**src/rtl/bram_port_arbiter_pkg.sv**
```systemverilog
// Shared types for the BRAM port arbiter: requester ids, read-return tags
// and the width of the com aging counter.
package bram_port_arbiter_pkg;

   // Owner encoding, also driven on grant_id.
   typedef enum logic [1:0] {
      ID_NONE = 2'd0,
      ID_CAM  = 2'd1,
      ID_IPM  = 2'd2,
      ID_COM  = 2'd3
   } req_id_e;

   // Width of the com aging counter.
   localparam int WAIT_W = 8;

   // One read in flight: who issued it and whether it is a real read.
   typedef struct packed {
      logic    valid;
      req_id_e id;
   } rd_tag_t;

   localparam rd_tag_t TAG_IDLE = '{valid: 1'b0, id: ID_NONE};

   // True when a returning tag belongs to the given requester.
   function automatic logic tag_hits(rd_tag_t tag, req_id_e id);
      return tag.valid && (tag.id == id);
   endfunction

endpackage

```
**src/rtl/bram_port_arbiter_rd_tag_pipe.sv**
```systemverilog
// Delay line that tracks outstanding BRAM reads so the read data can be
// tagged with its owner exactly RD_LAT cycles after the mem_en cycle.
module bram_port_arbiter_rd_tag_pipe
   import bram_port_arbiter_pkg::*;
#(
   parameter int RD_LAT = 1
) (
   input  logic    clk,
   input  logic    rst,
   input  rd_tag_t tag_i,
   output rd_tag_t tag_o
);

   rd_tag_t stage_q [RD_LAT];

   // Shift the issued-read tag one stage per cycle; reset drops in-flight reads.
   always_ff @(posedge clk) begin
      if (rst) begin
         // NOTE: this small array is reset on purpose -- a stale valid bit would
         // raise an rvalid after reset; real data memories are normally left unreset.
         for (int i = 0; i < RD_LAT; i++) begin
            stage_q[i] <= TAG_IDLE;
         end
      end else begin
         stage_q[0] <= tag_i;
         for (int i = 1; i < RD_LAT; i++) begin
            stage_q[i] <= stage_q[i-1];
         end
      end
   end

   assign tag_o = stage_q[RD_LAT-1];

endmodule

```
**src/rtl/bram_port_arbiter.sv**
```systemverilog
// Shares one BRAM port between the camera writer (cam), the IPM reader (ipm)
// and the UART command FSM (com). Fixed priority cam > ipm > com, with an
// aging override that forces a com grant after MAX_WAIT lost cycles.
module bram_port_arbiter
   import bram_port_arbiter_pkg::*;
#(
   parameter int ADDR_W   = 16,
   parameter int DATA_W   = 16,
   parameter int RD_LAT   = 1,
   parameter int MAX_WAIT = 15
) (
   input  logic              clk,
   input  logic              rst,
   input  logic              cam_req,
   input  logic              cam_we,
   input  logic [ADDR_W-1:0] cam_addr,
   input  logic [DATA_W-1:0] cam_wdata,
   output logic              cam_ack,
   output logic              cam_rvalid,
   input  logic              ipm_req,
   input  logic              ipm_we,
   input  logic [ADDR_W-1:0] ipm_addr,
   input  logic [DATA_W-1:0] ipm_wdata,
   output logic              ipm_ack,
   output logic              ipm_rvalid,
   input  logic              com_req,
   input  logic              com_we,
   input  logic [ADDR_W-1:0] com_addr,
   input  logic [DATA_W-1:0] com_wdata,
   output logic              com_ack,
   output logic              com_rvalid,
   output logic [DATA_W-1:0] rdata,
   output logic              mem_en,
   output logic              mem_we,
   output logic [ADDR_W-1:0] mem_addr,
   output logic [DATA_W-1:0] mem_wdata,
   input  logic [DATA_W-1:0] mem_rdata,
   output logic [1:0]        grant_id
);

   localparam logic [WAIT_W-1:0] MAX_WAIT_C = WAIT_W'(MAX_WAIT);

   logic              cam_ack_q, ipm_ack_q, com_ack_q;
   logic              cam_ack_d, ipm_ack_d, com_ack_d;
   logic              mem_en_q, mem_we_q;
   logic              mem_en_d, mem_we_d;
   logic [ADDR_W-1:0] mem_addr_q, mem_addr_d;
   logic [DATA_W-1:0] mem_wdata_q, mem_wdata_d;
   req_id_e           grant_id_q, grant_id_d;
   logic [WAIT_W-1:0] com_wait_q, com_wait_d;

   logic    cam_elig, ipm_elig, com_elig, com_force;
   req_id_e win_id;
   rd_tag_t tag_issue, tag_return;

   // A request whose ack is showing this cycle has already been served.
   assign cam_elig  = cam_req && !cam_ack_q;
   assign ipm_elig  = ipm_req && !ipm_ack_q;
   assign com_elig  = com_req && !com_ack_q;
   assign com_force = com_elig && (com_wait_q == MAX_WAIT_C);

   // Pick this cycle's winner: aged com first, then fixed priority.
   always_comb begin
      win_id = ID_NONE;
      if (com_force)     win_id = ID_COM;
      else if (cam_elig) win_id = ID_CAM;
      else if (ipm_elig) win_id = ID_IPM;
      else if (com_elig) win_id = ID_COM;
   end

   // Build the next memory cycle from the winner; address and data hold when idle.
   always_comb begin
      // NOTE: every output of this block gets a default first, so no path can
      // leave one unassigned and infer a latch.
      mem_en_d    = 1'b0;
      mem_we_d    = 1'b0;
      mem_addr_d  = mem_addr_q;
      mem_wdata_d = mem_wdata_q;
      cam_ack_d   = 1'b0;
      ipm_ack_d   = 1'b0;
      com_ack_d   = 1'b0;
      grant_id_d  = win_id;
      unique case (win_id)
         ID_CAM: begin
            mem_en_d    = 1'b1;
            mem_we_d    = cam_we;
            mem_addr_d  = cam_addr;
            mem_wdata_d = cam_wdata;
            cam_ack_d   = 1'b1;
         end
         ID_IPM: begin
            mem_en_d    = 1'b1;
            mem_we_d    = ipm_we;
            mem_addr_d  = ipm_addr;
            mem_wdata_d = ipm_wdata;
            ipm_ack_d   = 1'b1;
         end
         ID_COM: begin
            mem_en_d    = 1'b1;
            mem_we_d    = com_we;
            mem_addr_d  = com_addr;
            mem_wdata_d = com_wdata;
            com_ack_d   = 1'b1;
         end
         ID_NONE: ;
      endcase
   end

   // Age com while it is eligible and losing; a grant or a dropped request clears it.
   always_comb begin
      com_wait_d = com_wait_q;
      if (!com_req || (win_id == ID_COM)) begin
         com_wait_d = '0;
      end else if (com_elig && (com_wait_q < MAX_WAIT_C)) begin
         com_wait_d = com_wait_q + 1'b1;
      end
   end

   // Register the arbitration result and the aging counter.
   always_ff @(posedge clk) begin
      // NOTE: state registers use non-blocking assignments so every flop
      // samples the pre-edge values regardless of statement order.
      if (rst) begin
         mem_en_q    <= 1'b0;
         mem_we_q    <= 1'b0;
         mem_addr_q  <= '0;
         mem_wdata_q <= '0;
         cam_ack_q   <= 1'b0;
         ipm_ack_q   <= 1'b0;
         com_ack_q   <= 1'b0;
         grant_id_q  <= ID_NONE;
         com_wait_q  <= '0;
      end else begin
         mem_en_q    <= mem_en_d;
         mem_we_q    <= mem_we_d;
         mem_addr_q  <= mem_addr_d;
         mem_wdata_q <= mem_wdata_d;
         cam_ack_q   <= cam_ack_d;
         ipm_ack_q   <= ipm_ack_d;
         com_ack_q   <= com_ack_d;
         grant_id_q  <= grant_id_d;
         com_wait_q  <= com_wait_d;
      end
   end

   // A read enters the tag pipe during its mem_en cycle and leaves RD_LAT later.
   assign tag_issue = '{valid: mem_en_q && !mem_we_q, id: grant_id_q};

   bram_port_arbiter_rd_tag_pipe #(
      .RD_LAT (RD_LAT)
   ) u_rd_tag_pipe (
      .clk   (clk),
      .rst   (rst),
      .tag_i (tag_issue),
      .tag_o (tag_return)
   );

   assign cam_rvalid = tag_hits(tag_return, ID_CAM);
   assign ipm_rvalid = tag_hits(tag_return, ID_IPM);
   assign com_rvalid = tag_hits(tag_return, ID_COM);
   assign rdata      = mem_rdata;

   assign cam_ack    = cam_ack_q;
   assign ipm_ack    = ipm_ack_q;
   assign com_ack    = com_ack_q;
   assign mem_en     = mem_en_q;
   assign mem_we     = mem_we_q;
   assign mem_addr   = mem_addr_q;
   assign mem_wdata  = mem_wdata_q;
   assign grant_id   = grant_id_q;

endmodule

```
**config.mk**
```make
export PLATFORM = sky130hd
export DESIGN_NAME = bram_port_arbiter
export DESIGN_NICKNAME = d
export VERILOG_FILES = /design/src/rtl/bram_port_arbiter_pkg.sv /design/src/rtl/bram_port_arbiter_rd_tag_pipe.sv /design/src/rtl/bram_port_arbiter.sv
export SDC_FILE = /design/constraint.sdc
export NUM_CORES = 1
export LEC_CHECK = 0
export CAP_MARGIN = 10
export CORE_AREA = 2 2 92 94
export DETAILED_ROUTE_END_ITERATION = 8
export DIE_AREA = 0 0 94 96
export PLACE_DENSITY = 0.78
export SLEW_MARGIN = 0
export SYNTH_ARGS = -nofsm -noshare
export SYNTH_HDL_FRONTEND = slang
export SYNTH_SLANG_ARGS = --single-unit
```
**constraint.sdc**
```tcl
create_clock -name clk -period 2.1 [get_ports clk]
set_clock_uncertainty 0.05 [all_clocks]
set_input_delay 0.21 -clock clk [delete_from_list [all_inputs] [get_ports clk]]
set_output_delay 0.21 -clock clk [all_outputs]
set_load 0.02 [all_outputs]
```
==> results.json, run 1 <==
{
  "io-pin-count": 178,
  "required_ns": 2.30,
  "die_area_um2": 9020,
  "cts_hold_buf": 0,
  "grt_pass1_vias": 2860,
  "start_util": 0.357,
  "path_max_fanout": 13,
  "htree_levels": 2,
  "drive_above_1_share": 0.109,
  "layoutNonFillerInstCount": 556,
  "wl_met2_um": 4440,
  "ys_ff_latch": 50,
  "dp.cells": 548,
  "worst_slack_ns": 0.207,
  "synth_nets": 458,
  "grt_pass1_wl_um": 13800,
  "p_total_uw": 2470,
  "status": "finished, final reports clean",
  "multi_input_area_um2": 1450,
  "worst_pin_slew_ns": 0.938,
  "overflow": 0,
  "final-max-slew-violation-count": 0,
  "relSlewSlack": 0.372,
  "vias": 2984,
  "ir_worst_vdd_mv": 0.299,
  "syn_area_um2": 2870,
  "syn_avg_cell_area_um2": 8.53,
  "drt_iter0_markers": 148,
  "ant_nets": 0,
  "antenna_found_initial": 0,
  "place.gp.congestion": 0.802,
  "yosys_warnings": 0,
  "fp.dieW_um": 94,
  "fin_setup_tns_ns": 0,
  "rows": 33,
  "fp.coreArea_um2": 8050,
  "fin_crit_sh": 0.901,
  "dr.pass1.iters": 5,
  "crit_path_max_incr_delay_ns": 0.72,
  "whs_ns": 0.364,
  "dr_wl_met3_um": 546,
  "power_density_nw_per_um2": 561,
  "hold_viol_final": 0,
  "rsz0062_at_grt": "no",
  "cap_violations": 0,
  "diodes": 0,
  "met1_length_um": 3840,
  "hpwlAfterDp_um": 6570,
  "final.min_clock_period_ns": 1.89,
  "highest_layer": "met4",
  "critPathKind": "in2reg",
  "ys_types": 37,
  "setup_viol": 0,
  "drc": 0,
  "cts_root_buf": "clkbuf_8",
  "cts_resized": 0,
  "cts_sinks": 50,
  "yosysSeqAreaShare": 0.348,
  "die_y_um": 96,
  "min_path_type": "in2reg",
  "cts_tree": "yes",
  "clock_latency_ns": 0.30,
  "synthCells": 337,
  "numCtsBuffers": 5,
  "finalWirelength_um": 8970,
  "grt_max_degree": 46,
  "cp_cell_sequence": "clkdlybuf4s50_1, nor2b_1, buf_4, nor2_1, a221o_1, a32o_1",
  "grtUsageTotal": 0.191,
  "area_growth_pct": 53.4,
  "fin_nets": 571,
  "portBuffers": 145,
  "regToRegSetupSlack_ns": 0.25,
  "cp_slowest_cell": "nor2_1",
  "critical_path_arrival_ns": 2.10,
  "worstSetupStartpointType": "primary input",
  "pre_cts_slack_ns": -0.103,
  "clk_path_buf_depth": 2,
  "wl_per_cell_um": 16.1,
  "postCtsSetupBuffers": 0,
  "clkTransAtPathRegs_ns": 0.10,
  "layout_commonest_cell": "clkdlybuf4s50_1",
  "fillers": 747,
  "cp-end-kind": "register",
  "seq_area_um2": 1000,
  "leakage_uw": 0.00164,
  "viasPerCell": 5.37,
  "fmax_ghz": 0.528,
  "final_cell_mix": "clkdlybuf4s50_1 (144), a21oi_1 (55), dfxtp_1 (50), inv_1 (32), nand3_1 (24)"
}
==> critical path, delay by kind of cell <==
family,cells,cell delay [ns]
buffers and inverters,2,0.60
AND/OR/NAND/NOR,2,0.86
AO/OA/AOI/OAI,2,0.41
==> kinds of logic after synthesis <==
kind of cell	after synthesis	synth area share
xor gates and xnor gates	2	0.00610
DFF	50	0.348
buffers and inverters	86	0.152
AOI/OAI and AO/OA	137	0.367
and+or+nand+nor	60	0.119
adders and majority gates	1	0.00435
muxes	1	0.00348
==> state kept, by name, summed over array words and instances (netlist names) <==
signal,flops
cam_ack,1
com_ack,1
com_wait_q,8
grant_id,2
ipm_ack,1
mem_addr,16
mem_en,1
mem_wdata,16
mem_we,1
u_rd_tag_pipe.stage_q,3
==> final timing paths <==
path,start,to,depth (start not counted)
hold / removal,rst,mem_en,2
hold reg to reg,mem_we,u_rd_tag_pipe.stage_q[0][2],1
setup reg to reg,cam_ack,mem_addr[9],5
setup / recovery,cam_req,mem_addr[9],6
==> metrics by stage <==
stage,area [µm²],utilization
detailed placement,4320,0.537
finish,4410,0.548
global placement,4320,0.537
global route,4410,0.548
CTS,4410,0.548
floorplan,2870,-
==> final cells by class <==
type,count,area share
Tap cell,105,0.0298
Clock buffer,6,0.0165
Clock inverter,2,0.00312
Inverter,32,0.0272
Multi-Input combinational cell,201,0.329
Sequential cell,50,0.227
Timing Repair Buffer,160,0.368
==> cell usage after synthesis <==
cell,n,share of area
nor3_1,5,0.0087
a32o_1,13,0.045
buf_4,23,0.060
o31ai_1,1,0.0026
inv_1,32,0.042
o221a_2,19,0.074
and3_1,3,0.0065
xor2_1,2,0.0061
o21a_1,1,0.0026
buf_2,10,0.017
ha_1,1,0.0044
dfxtp_1,50,0.35
nand3_1,24,0.042
nor2_1,7,0.0091
o221a_1,1,0.0039
clkbuf_1,17,0.022
o22a_1,20,0.061
nor2b_1,5,0.011
a21oi_1,55,0.096
o21ai_0,1,0.0017
and3b_1,1,0.0030
a221o_1,12,0.042
buf_1,2,0.0026
nor3_2,1,0.0035
nand3b_1,1,0.0026
nand2b_1,2,0.0044
buf_6,2,0.0078
and2_1,4,0.0087
a21oi_2,1,0.0030
a22o_1,1,0.0030
or3_4,1,0.0039
nor3b_1,1,0.0026
nand2_1,3,0.0039
or3_1,1,0.0022
a211oi_1,12,0.031
mux2i_1,1,0.0035
nor4_4,1,0.0074
==> routing by layer <==
metal | vias up | global-route usage
met2 | 106 | 0.326
met1 | 1404 | 0.247
met5 | - | 0
met3 | 14 | 0.0415
met4 | 0 | 0.0483
li1 | 1460 | -
==> power by group <==
group,internal [µW],total [µW],switching [µW]
Combinational,474,841,367
Sequential,1020,1060,42.0
Clock,236,569,333
Total,1730,2470,741
No activity file was read; power rests on OpenSTA's default activity.
==> run 2, diff against run 1 <==
==> constraint.sdc (replaced) <==
create_clock -name clk -period 2.1 [get_ports clk]
set_clock_uncertainty 0.05 [all_clocks]
set_input_delay 0.21 -clock clk [delete_from_list [all_inputs] [get_ports clk]]
set_output_delay 0.21 -clock clk [all_outputs]
set_load 0.01 [all_outputs]
==> results of run 2 <==
The final DEF is identical to that of run 1. Status: finished, final reports clean.
Main changes from that run: total power 2470 µW -> 2420 µW; worst IR drop on VDD 0.299 mV -> 0.297 mV
